$ cat src/rtl/tbuart_pkg.sv
// tbuart_pkg: shared definitions for the 8N1 transmit UART.
//   tx_state_t   - 2-bit FSM encoding (IDLE=0, START=1, DATA=2, STOP=3)
//   DATA_BITS    - payload bits per frame
//   FRAME_BITS   - start + data + stop
//   frame_cycles - clock cycles occupied by one frame at a given divider
package tbuart_pkg;

    typedef enum logic [1:0] {
        ST_IDLE  = 2'd0,
        ST_START = 2'd1,
        ST_DATA  = 2'd2,
        ST_STOP  = 2'd3
    } tx_state_t;

    localparam int DATA_BITS  = 8;
    localparam int FRAME_BITS = 10;

    function automatic int frame_cycles(input int clk_div);
        return FRAME_BITS * clk_div;
    endfunction

endpackage

$ cat src/rtl/tbuart_fifo.sv
// tbuart_fifo: synchronous FIFO feeding the UART shifter.
//   clk, reset  - clock, synchronous active-high reset (pointers/level only)
//   push, wdata - write request; ignored while full
//   pop, rdata  - read request; rdata shows the oldest entry (first-word fall-through)
//   level       - number of stored entries, 0..DEPTH
//   full        - level == DEPTH, straight from the registered level
module tbuart_fifo
    import tbuart_pkg::*;
#(
    parameter int DEPTH = 4,
    parameter int WIDTH = 8
) (
    input  logic                     clk,
    input  logic                     reset,
    input  logic                     push,
    input  logic [WIDTH-1:0]         wdata,
    input  logic                     pop,
    output logic [WIDTH-1:0]         rdata,
    output logic [$clog2(DEPTH):0]   level,
    output logic                     full
);

    localparam int PW = $clog2(DEPTH);
    localparam int LW = PW + 1;

    logic [WIDTH-1:0] mem [DEPTH];
    logic [PW-1:0]    wr_ptr;
    logic [PW-1:0]    rd_ptr;
    logic             do_push;
    logic             do_pop;

    assign full    = (level == LW'(DEPTH));
    assign do_push = push & ~full;
    assign do_pop  = pop & (level != '0);
    assign rdata   = mem[rd_ptr];

    // Storage carries no reset; stale entries are unreachable once the
    // pointers and level are cleared.
    always_ff @(posedge clk) begin
        if (do_push && !reset)
            mem[wr_ptr] <= wdata;
    end

    // DEPTH is a power of two, so the pointers wrap by natural overflow.
    always_ff @(posedge clk) begin
        if (reset) begin
            wr_ptr <= '0;
            rd_ptr <= '0;
            level  <= '0;
        end else begin
            if (do_push)
                wr_ptr <= wr_ptr + PW'(1);
            if (do_pop)
                rd_ptr <= rd_ptr + PW'(1);
            case ({do_push, do_pop})
                2'b10:   level <= level + LW'(1);
                2'b01:   level <= level - LW'(1);
                default: level <= level;
            endcase
        end
    end

endmodule

$ cat src/rtl/tbuart_tx.sv
// tbuart_tx: 8N1 UART transmitter with input FIFO, back-to-back framing.
//   clk        - sole clock
//   reset      - synchronous active-high; aborts any frame, drops queued bytes
//   in_valid   - in_data holds a byte to send
//   in_data    - byte to transmit
//   in_ready   - FIFO not full; transfer on in_valid & in_ready
//   ser_tx     - registered serial line, idle high
//   busy       - a frame is on the line
//   fifo_level - queued bytes, not counting the one in the shifter
module tbuart_tx
    import tbuart_pkg::*;
#(
    parameter int CLK_DIV    = 4,
    parameter int FIFO_DEPTH = 4
) (
    input  logic                        clk,
    input  logic                        reset,
    input  logic                        in_valid,
    input  logic [7:0]                  in_data,
    output logic                        in_ready,
    output logic                        ser_tx,
    output logic                        busy,
    output logic [$clog2(FIFO_DEPTH):0] fifo_level
);

    localparam int            CW         = $clog2(CLK_DIV);
    localparam logic [CW-1:0] CNT_RELOAD = CW'(CLK_DIV - 1);
    localparam logic [2:0]    LAST_BIT   = 3'(DATA_BITS - 1);

    tx_state_t     state, state_nxt;
    logic [CW-1:0] cnt, cnt_nxt;
    logic [2:0]    idx, idx_nxt;
    logic [7:0]    shf, shf_nxt;
    logic          tx_nxt;
    logic          pop;
    logic          fifo_full;
    logic [7:0]    fifo_rdata;

    assign in_ready = ~fifo_full;
    assign busy     = (state != ST_IDLE);

    tbuart_fifo #(
        .DEPTH (FIFO_DEPTH),
        .WIDTH (8)
    ) u_fifo (
        .clk   (clk),
        .reset (reset),
        .push  (in_valid & in_ready),
        .wdata (in_data),
        .pop   (pop),
        .rdata (fifo_rdata),
        .level (fifo_level),
        .full  (fifo_full)
    );

    always_ff @(posedge clk) begin
        if (reset) begin
            state  <= ST_IDLE;
            cnt    <= '0;
            idx    <= '0;
            shf    <= '0;
            ser_tx <= 1'b1;
        end else begin
            state  <= state_nxt;
            cnt    <= cnt_nxt;
            idx    <= idx_nxt;
            shf    <= shf_nxt;
            ser_tx <= tx_nxt;
        end
    end

    always_comb begin
        state_nxt = state;
        cnt_nxt   = cnt;
        idx_nxt   = idx;
        shf_nxt   = shf;
        pop       = 1'b0;

        case (state)
            ST_IDLE: begin
                if (fifo_level != '0) begin
                    pop       = 1'b1;
                    shf_nxt   = fifo_rdata;
                    cnt_nxt   = CNT_RELOAD;
                    state_nxt = ST_START;
                end
            end
            ST_START: begin
                if (cnt == '0) begin
                    cnt_nxt   = CNT_RELOAD;
                    idx_nxt   = '0;
                    state_nxt = ST_DATA;
                end else begin
                    cnt_nxt = cnt - CW'(1);
                end
            end
            ST_DATA: begin
                if (cnt == '0) begin
                    shf_nxt = {1'b0, shf[7:1]};
                    cnt_nxt = CNT_RELOAD;
                    if (idx == LAST_BIT)
                        state_nxt = ST_STOP;
                    else
                        idx_nxt = idx + 3'd1;
                end else begin
                    cnt_nxt = cnt - CW'(1);
                end
            end
            ST_STOP: begin
                if (cnt == '0) begin
                    // Chain straight into the next start bit when a byte is
                    // waiting, so queued frames leave no idle gap.
                    if (fifo_level != '0) begin
                        pop       = 1'b1;
                        shf_nxt   = fifo_rdata;
                        cnt_nxt   = CNT_RELOAD;
                        state_nxt = ST_START;
                    end else begin
                        state_nxt = ST_IDLE;
                    end
                end else begin
                    cnt_nxt = cnt - CW'(1);
                end
            end
            default: state_nxt = ST_IDLE;
        endcase
    end

    // Line level is decided from the post-edge state and shifter so the
    // registered output lines up with the state it belongs to.
    always_comb begin
        case (state_nxt)
            ST_START: tx_nxt = 1'b0;
            ST_DATA:  tx_nxt = shf_nxt[0];
            default:  tx_nxt = 1'b1;
        endcase
    end

endmodule

$ cat config.mk
export PLATFORM = sky130hd
export DESIGN_NAME = tbuart_tx
export DESIGN_NICKNAME = d
export VERILOG_FILES = /design/src/rtl/tbuart_pkg.sv /design/src/rtl/tbuart_fifo.sv /design/src/rtl/tbuart_tx.sv
export SDC_FILE = /design/constraint.sdc
export NUM_CORES = 1
export LEC_CHECK = 0
export CAP_MARGIN = 10
export CORE_ASPECT_RATIO = 0.9
export CORE_MARGIN = 1
export CORE_UTILIZATION = 60
export CTS_CLUSTER_SIZE = 10
export DETAILED_ROUTE_END_ITERATION = 12
export DONT_BUFFER_PORTS = 1
export PLACE_DENSITY = 0.84
export SLEW_MARGIN = 0
export SYNTH_ARGS = -nofsm -noshare
export SYNTH_HDL_FRONTEND = slang
export SYNTH_SLANG_ARGS = --single-unit
export TNS_END_PERCENT = 10
$ cat constraint.sdc
create_clock -name clk -period 2.84 [get_ports clk]
set_input_delay 0.852 -clock clk [delete_from_list [all_inputs] [get_ports clk]]
set_output_delay 0.852 -clock clk [all_outputs]
set_load 0.01 [all_outputs]
==> results of run 1 <==
==> sequential cells by signal (all words and copies together) (netlist names), named ones only <==
name and flops:
cnt 2, idx 3, ser_tx 1, shf 8
state 2, u_fifo.level 3, u_fifo.mem 32, u_fifo.rd_ptr 2
u_fifo.wr_ptr 2
==> cell type report <==
type,count,area share [%]
multi-input cells,135,37.8
clock inverters,7,2.73
clock buffers,9,4.35
repair buffers,1,0.264
well taps,48,2.11
flip-flops and latches,57,51.3
inverters,11,1.45
==> synthesized netlist by cell type (3+ instances only) <==
| cell | number |
|---|---|
| sky130_fd_sc_hd__xor2_1 | 3 |
| sky130_fd_sc_hd__mux4_2 | 6 |
| sky130_fd_sc_hd__o21ai_0 | 3 |
| sky130_fd_sc_hd__edfxtp_1 | 32 |
| sky130_fd_sc_hd__nor2_1 | 28 |
| sky130_fd_sc_hd__a21oi_1 | 12 |
| sky130_fd_sc_hd__a221o_1 | 7 |
| sky130_fd_sc_hd__ha_1 | 14 |
| sky130_fd_sc_hd__and2_1 | 4 |
| sky130_fd_sc_hd__and3_1 | 7 |
| sky130_fd_sc_hd__dfxtp_1 | 25 |
| sky130_fd_sc_hd__clkbuf_1 | 5 |
| sky130_fd_sc_hd__a22oi_1 | 6 |
| sky130_fd_sc_hd__nand2_1 | 10 |
| sky130_fd_sc_hd__inv_1 | 11 |
==> metal layers <==
metal  GRT usage (%)  part of all wire (%)  routed length, um
met4            8.09                   1.5                 72
met3            10.9                   6.1                292
met1            30.6                    43               2050
met2            37.1                    50               2400
met5               0                     0                  0
==> cells by family after synthesis <==
logic type	share of synthesized area, %
adders and majority gates	7.44
buffers and inverters	3.29
muxes	8.11
AOI/OAI and AO/OA	10.9
and+or+nand+nor	12.9
xor gates and xnor gates	1.67
DFF	55.7
==> how the worst max path moves through the flow <==
| stage | cells past startpoint | slack [ns] | end |
|---|---|---|---|
| after CTS | 9 | 0.31 | u_fifo.level[2] |
| final | 9 | 0.31 | u_fifo.level[2] |
| after floorplan | 9 | 0.54 | u_fifo.level[2] |
| after global routing | 9 | 0.18 | u_fifo.level[2] |
| after global placement | 9 | 0.45 | u_fifo.level[2] |
| after detailed placement | 9 | 0.35 | u_fifo.level[2] |
==> worst max-delay path, stage by stage (launching register included) <==
cell and delay (ns):
sky130_fd_sc_hd__dfxtp_1 0.41, sky130_fd_sc_hd__inv_1 0.14, sky130_fd_sc_hd__ha_1 0.34, sky130_fd_sc_hd__nor3_2 0.28, sky130_fd_sc_hd__ha_1 0.24, sky130_fd_sc_hd__inv_1 0.06
sky130_fd_sc_hd__fa_1 0.37, sky130_fd_sc_hd__xor2_1 0.16, sky130_fd_sc_hd__or3_1 0.31, sky130_fd_sc_hd__a21oi_1 0.15
==> where the power goes <==
part	total [mW]	leakage, nW	internal, mW	switching (mW)
sequential	1.18	0.495	1.02	0.164
combinational	1.15	0.440	0.503	0.650
clock	0.764	0.0885	0.410	0.354
total	3.10	1.02	1.93	1.17
==> summary by stage, run 1 <==
Timing
The clock arrives with 0.0104 ns of skew. The final worst-path setup slack is 0.309 ns. The worst pin sits at a relative slew slack of 61.7%. After layout, the minimum clock period comes to 2.53 ns. Based on the critical path, the design can be clocked at up to ~400 MHz.

Setup repair after global routing left no endpoint under its margin. The transition at the pin with the smallest max-transition slack is 0.564 ns. Final hold analysis gives a worst-case slack of 0.453 ns. The number of endpoints with negative hold slack in the final report is 0. The final number of setup-violating endpoints is 0. The summed negative setup slack over all endpoints is 0 ns. The number of pins exceeding their max-slew limit in the final report is 0. The worst path uses 89.1% of the clock period.

Global route
The leftover overflow at the end of global routing is 0. The pin count of the biggest net entering global routing is 27. The first global-routing pass estimated roughly 8 mm of wire.

The total routing resource utilization after global routing is 24.2%. The number of global-route vias before repair was 1655. The initial antenna violation count is 0.

CTS
Buffers added to address setup during post-CTS repair amount to 0. The clock latency of the later-clocked register in the worst-skew pair is 0.34 ns. Clock-pin slew was measured on the worst setup and hold paths at 0.07 ns. The H-tree was split into 3 levels.

The total CTS buffers is 9. The clock tree from TritonCTS is yes. After clock tree synthesis, the flow added hold-fix buffers numbering 0.

The buffer depth of the longest clock path is 2. The clock net in this run drives a total of between 50 and 60 sinks. The number of cells upsized or downsized after cts is 0. The clock root buffer is sky130_fd_sc_hd__clkbuf_8.

Power and ir drop
Dividing total power by cell area gives a power density of 1090 nW/um2. Across the VDD grid, the largest voltage drop is 0.651 mV. The leakage component of the power is 1.02 nW. After layout, the design draws a total of 3.10 mW.

Cells and area
The top cell types in the final layout, fill and taps aside, are sky130_fd_sc_hd__edfxtp_1, sky130_fd_sc_hd__nor2_1, sky130_fd_sc_hd__dfxtp_1, sky130_fd_sc_hd__ha_1, sky130_fd_sc_hd__a21oi_1. The number of nets in the final layout is approximately 240. The leading cell type in the layout, fill and taps excluded is sky130_fd_sc_hd__edfxtp_1. The finished layout cell area is ~2800 um2. The multi-input logic area is about 1100 um2. The share of post-route cells with drive strength above 1 is 12.7%. The number of antenna diodes in the final layout is 0. The final core utilization is 68.9%. Counting the fill cells in the layout gives 298.

The layout overhead on the synthesized area is 8.54%. The storage element area is 1460 um2. The number of cells in the finished layout apart from fillers is about 270.

Worst setup path
The destination of the worst register-to-register timing path is u_fifo.level[2]. For the worst setup path, the data required time is 3.11 ns. The number of cells traversed by the worst register-to-register path is 9.

The critical path startpoint category is a flip-flop. The endpoint type of the worst setup path is a flip-flop. The largest fanout of any net on the critical path is 6. The critical path is of the flip-flop to flip-flop type.

The startpoint of the most critical setup path is state[1]. The arrival time of data at the critical path endpoint is 2.81 ns. The slack of the worst reg-to-reg path is 0.31 ns. The worst register-to-register path begins at state[1].

Min path
The worst hold path endpoint is idx[1]. The worst hold path was traced through 2 stages. The startpoint identified for the worst hold timing path is idx[1].

The type of the worst min-delay path is flip-flop to flip-flop.

Route
After detailed routing, the number of remaining DRC violations is 0. In the final routed layout, each cell accounts on average for 17.9 um. Using the TritonRoute via totals, the vias-per-cell ratio works out to 6.24. The first detailed-routing pass took 4 iterations. The final route contains 1671 vias. Once detail routing completed, the nets flagged for antenna violations numbered 0.

The violation count after the first detailed-routing iteration is 110. The sum of routed wire length over all layers is 4.81 mm.

Synth
After synthesis, the cell types taking the most area are sky130_fd_sc_hd__edfxtp_1, sky130_fd_sc_hd__dfxtp_1, sky130_fd_sc_hd__ha_1. The synthesized netlist occupies a cell area of ~2600 um2. Counting every instance in the synthesized netlist gives between 200 and 250. The net count of the mapped netlist is 238.

The most used flip-flop cell after synthesis is sky130_fd_sc_hd__edfxtp_1. After synthesis the netlist holds a flip-flop and latch count of 57. The Yosys step of the flow raised 0 warnings. The share of synthesized registers carrying an async set or reset is 0%. The synthesized design contains 32 enable-type register cells. Dividing the synthesized area by the synthesized cell count gives approximately 12 um2. In this run, distinct cell masters in the synthesized netlist total 42. The library cell with the largest summed area after synthesis is sky130_fd_sc_hd__edfxtp_1. The fraction of synthesized cell area taken by the top area cell type is 36.6%. The sequential-to-total area share from yosys stat is 55.7%.

Outcome
The flow ran to the end, and the final reports show no timing, DRC or antenna violations.

Floorplanning
After floorplanning, the core was sized to cover around 4100 um2. The effective utilization at floorplan is a little under two thirds. The die outline height is 64.7 um. The floorplan step set the die width to 71.7 um. The floorplan step defined a die boundary enclosing 4640 um2.

The number of top-level pins is 17. Row generation in the floorplan step produced 22 rows.

Placed design
The area of placed instances is 2650 um2. The post-place setup slack is 0.347 ns. Once detailed placement completed, the half-perimeter wirelength came to 3.23 mm. The instance count after placement with tap cells included is 252. Routability-driven placement finished with a final weighted congestion of 0.771.

In this run the tool buffered the top-level ports with 0 buffer cells.

Run
The max-cap check violation count is 0.
(Power assumes the default switching activity.)
==> inputs of run 2 (changes only) <==
--- a/config.mk
+++ b/config.mk
@@ -7,12 +7,12 @@
 export LEC_CHECK = 0
 export CAP_MARGIN = 10
 export CORE_ASPECT_RATIO = 0.9
-export CORE_MARGIN = 1
+export CORE_MARGIN = 2
 export CORE_UTILIZATION = 60
 export CTS_CLUSTER_SIZE = 10
 export DETAILED_ROUTE_END_ITERATION = 12
 export DONT_BUFFER_PORTS = 1
-export PLACE_DENSITY = 0.84
+export PLACE_DENSITY = 0.83
 export SLEW_MARGIN = 0
 export SYNTH_ARGS = -nofsm -noshare
 export SYNTH_HDL_FRONTEND = slang
==> run 2 against run 1 <==
Effect of this change:
- maximum frequency is 0.26% lower
- clock power grew 9.0%
- die area up 6.0%
==> summary by stage, run 2 (synthesized netlist as in run 1, its figures left out) <==
Cells and area
The library cell used most frequently in the layout, excluding fill and tap cells, is sky130_fd_sc_hd__edfxtp_1. At the end of the flow, the number of nets in the layout was 241. 0 antenna diodes ended up in the layout. The finished layout holds between 200 and 300 standard cells, fillers aside.

The total of fill cells in the finished design is ~300. The number of flip-flops in the largest register is 32. Cells with a size suffix above 1 make up 11.8% of the layout. The register with the most flip-flops is u_fifo.mem. The layout overhead on the synthesized area is 9.54%. The top cell types in the final layout, fill and taps aside, are sky130_fd_sc_hd__edfxtp_1, sky130_fd_sc_hd__nor2_1, sky130_fd_sc_hd__dfxtp_1, sky130_fd_sc_hd__ha_1. The largest registers in the layout are u_fifo.mem (32), shf (8).

Worst setup path
The endpoint type of the worst setup path is a flip-flop. Of all nets on the critical path, the largest fanout is 6. STA classifies the critical path startpoint as a flip-flop.

The arrival time of data at the critical path endpoint is 2.80 ns. The kind of critical path is flip-flop to flip-flop. Data on the critical path is required at its endpoint by 3.11 ns.

Floorplanning
The number of top-level pins is 17. For this configuration, the core starts out at a cell density of 63.5%. The die span in x is 73.7 um. The area enclosed by the die boundary is 4920 um2.

The floorplan step set the die height to around 67 um. After floorplanning, the core was sized to cover just over 4000 um2. The placement row count is 22.

CTS
The number of buffers inserted for hold repair after clock tree synthesis is 0. The setup fix buffers added after clock tree synthesis is 0. CTS built an H-tree with a depth of 3. Once the clock tree was built, the resizer swapped 0 gates to a different size.

The clock tree from TritonCTS is yes. After clock tree synthesis, the clock-pin slew on the worst setup and hold paths is 0.06 ns. The total CTS buffers is 9. The buffer depth of the longest clock path is 2. In this run the clock root is driven by a sky130_fd_sc_hd__clkbuf_8. The number of sinks on the clock net is 57.

Clock latency on the worst-skew pair, taken at its later pin, is 0.33 ns.

Global route
The number of global-route vias before repair was 1702. Entering global routing, the biggest net connects 27 pins. The total routing resource utilization after global routing is 23.4%. The first global-routing pass estimated 8.11 mm of wire. The initial antenna violation count was 0. The leftover overflow at the end of global routing is 0.

Power and ir drop
Power spread over the standard cell area amounts to ~1100 nW/um2. The leakage component of the power is 1.05 nW. The worst-case IR drop observed on VDD is 0.704 mV.

Timing
The number of pins exceeding their max-slew limit in the final report is 0. The tightest hold margin is 0.467 ns. For the final routed database, the setup TNS stands at 0 ns. At the pin with the least slew margin, the transition time is 0.522 ns.

The final number of setup-violating endpoints is 0. The maximum frequency from static timing analysis is 394 MHz. The final critical delay including setup and external delays is 2.54 ns. The final critical path takes up between 80% and 90% of the cycle. The number of endpoints with negative hold slack in the final report is 0. The relative slew slack is around 65%. The post-route clock skew is 0.00726 ns. Setup repair after global routing left no endpoint under its margin.

Run
Max-cap violations in this run came to 0.

Route
After detailed routing, the number of vias per cell comes to 6.21. The count of nets left with antenna violations once routing finished came out at 0. The residual DRC count is 0.

After detailed routing, the average wire length per cell comes to between 15 and 20 um. The routed design has 4.88 mm of wire. The number of vias after detailed routing is 1665. The total iterations of the first detailed-routing run is 4. The violation count after the first detailed-routing iteration is 112.

Outcome
The flow ran to the end, and the final reports show no timing, DRC or antenna violations.

Placed design
The HPWL after detailed placement is ~3.2 mm. Once placement completed, the tool counted placed cells totaling 252. During placement, the flow inserted port buffers numbering 0. Routability-driven placement finished with a final weighted congestion of 0.873.

Min path
The type of the worst min-delay path is flip-flop to flip-flop.
-- run 2: cell types whose count changed in the layout (fill, tap and decap cells not counted) --
cell and change:
sky130_fd_sc_hd__clkinvlp_4 -4, sky130_fd_sc_hd__clkbuf_16 +1, sky130_fd_sc_hd__clkbuf_1 +2, sky130_fd_sc_hd__clkbuf_8 +3
sky130_fd_sc_hd__inv_6 -2
-- run 2: path summary, 6_finish.rpt --
kind | to | cells past startpoint | startpoint | slack (ns)
worst min register to register | idx[2] | 2 | idx[2] | 0.47
worst min-delay path | idx[2] | 2 | idx[2] | 0.47
worst max register to register | u_fifo.level[2] | 9 | state[1] | 0.30
worst max-delay path | u_fifo.level[2] | 9 | state[1] | 0.30
-- run 2: cell type report --
type | count | area [um2] | share of cell area (%)
sequential | 57 | 1460 | 50.9
multi-input combinational | 135 | 1070 | 37.4
clock buffer | 15 | 198 | 6.88
tap | 48 | 60.1 | 2.09
inverter | 11 | 41.3 | 1.44
clock inverter | 1 | 30.0 | 1.05
timing repair buffer | 1 | 7.51 | 0.261
-- run 2: per-stage QoR --
step / total power, mW / setup slack [ns] / area, um2 / util [%]
after floorplan: 2.10 / 0.538 / 2620 / -
after global placement: 2.29 / 0.433 / 2650 / 64.1
after detailed placement: 2.33 / 0.316 / 2650 / 64.1
after CTS: 3.19 / 0.300 / 2870 / 69.6
after global routing: 3.38 / 0.173 / 2870 / 69.6
final: 3.18 / 0.303 / 2870 / 69.6
-- run 2: routing by layer --
metal  GRT usage (%)  part of all wire, %  wire [um]  up-vias
met5               0                    0          0        -
met4            11.6                  2.0         98        0
met3            8.32                  6.2        302        9
met2            36.7                   50       2440       67
met1            28.6                   42       2040      797
li1                -                    -          -      792
-- run 2: critical path: stages, from the launching register on --
cell and delay, ns:
sky130_fd_sc_hd__dfxtp_1 0.41, sky130_fd_sc_hd__inv_1 0.14, sky130_fd_sc_hd__ha_1 0.34, sky130_fd_sc_hd__nor3_2 0.29, sky130_fd_sc_hd__ha_1 0.24, sky130_fd_sc_hd__inv_1 0.06
sky130_fd_sc_hd__fa_1 0.37, sky130_fd_sc_hd__xor2_1 0.17, sky130_fd_sc_hd__or3_1 0.32, sky130_fd_sc_hd__a21oi_1 0.14
-- run 2: where the power goes --
group	switching [mW]	internal [mW]
registers	0.163	1.02
clock network	0.302	0.531
logic	0.661	0.504
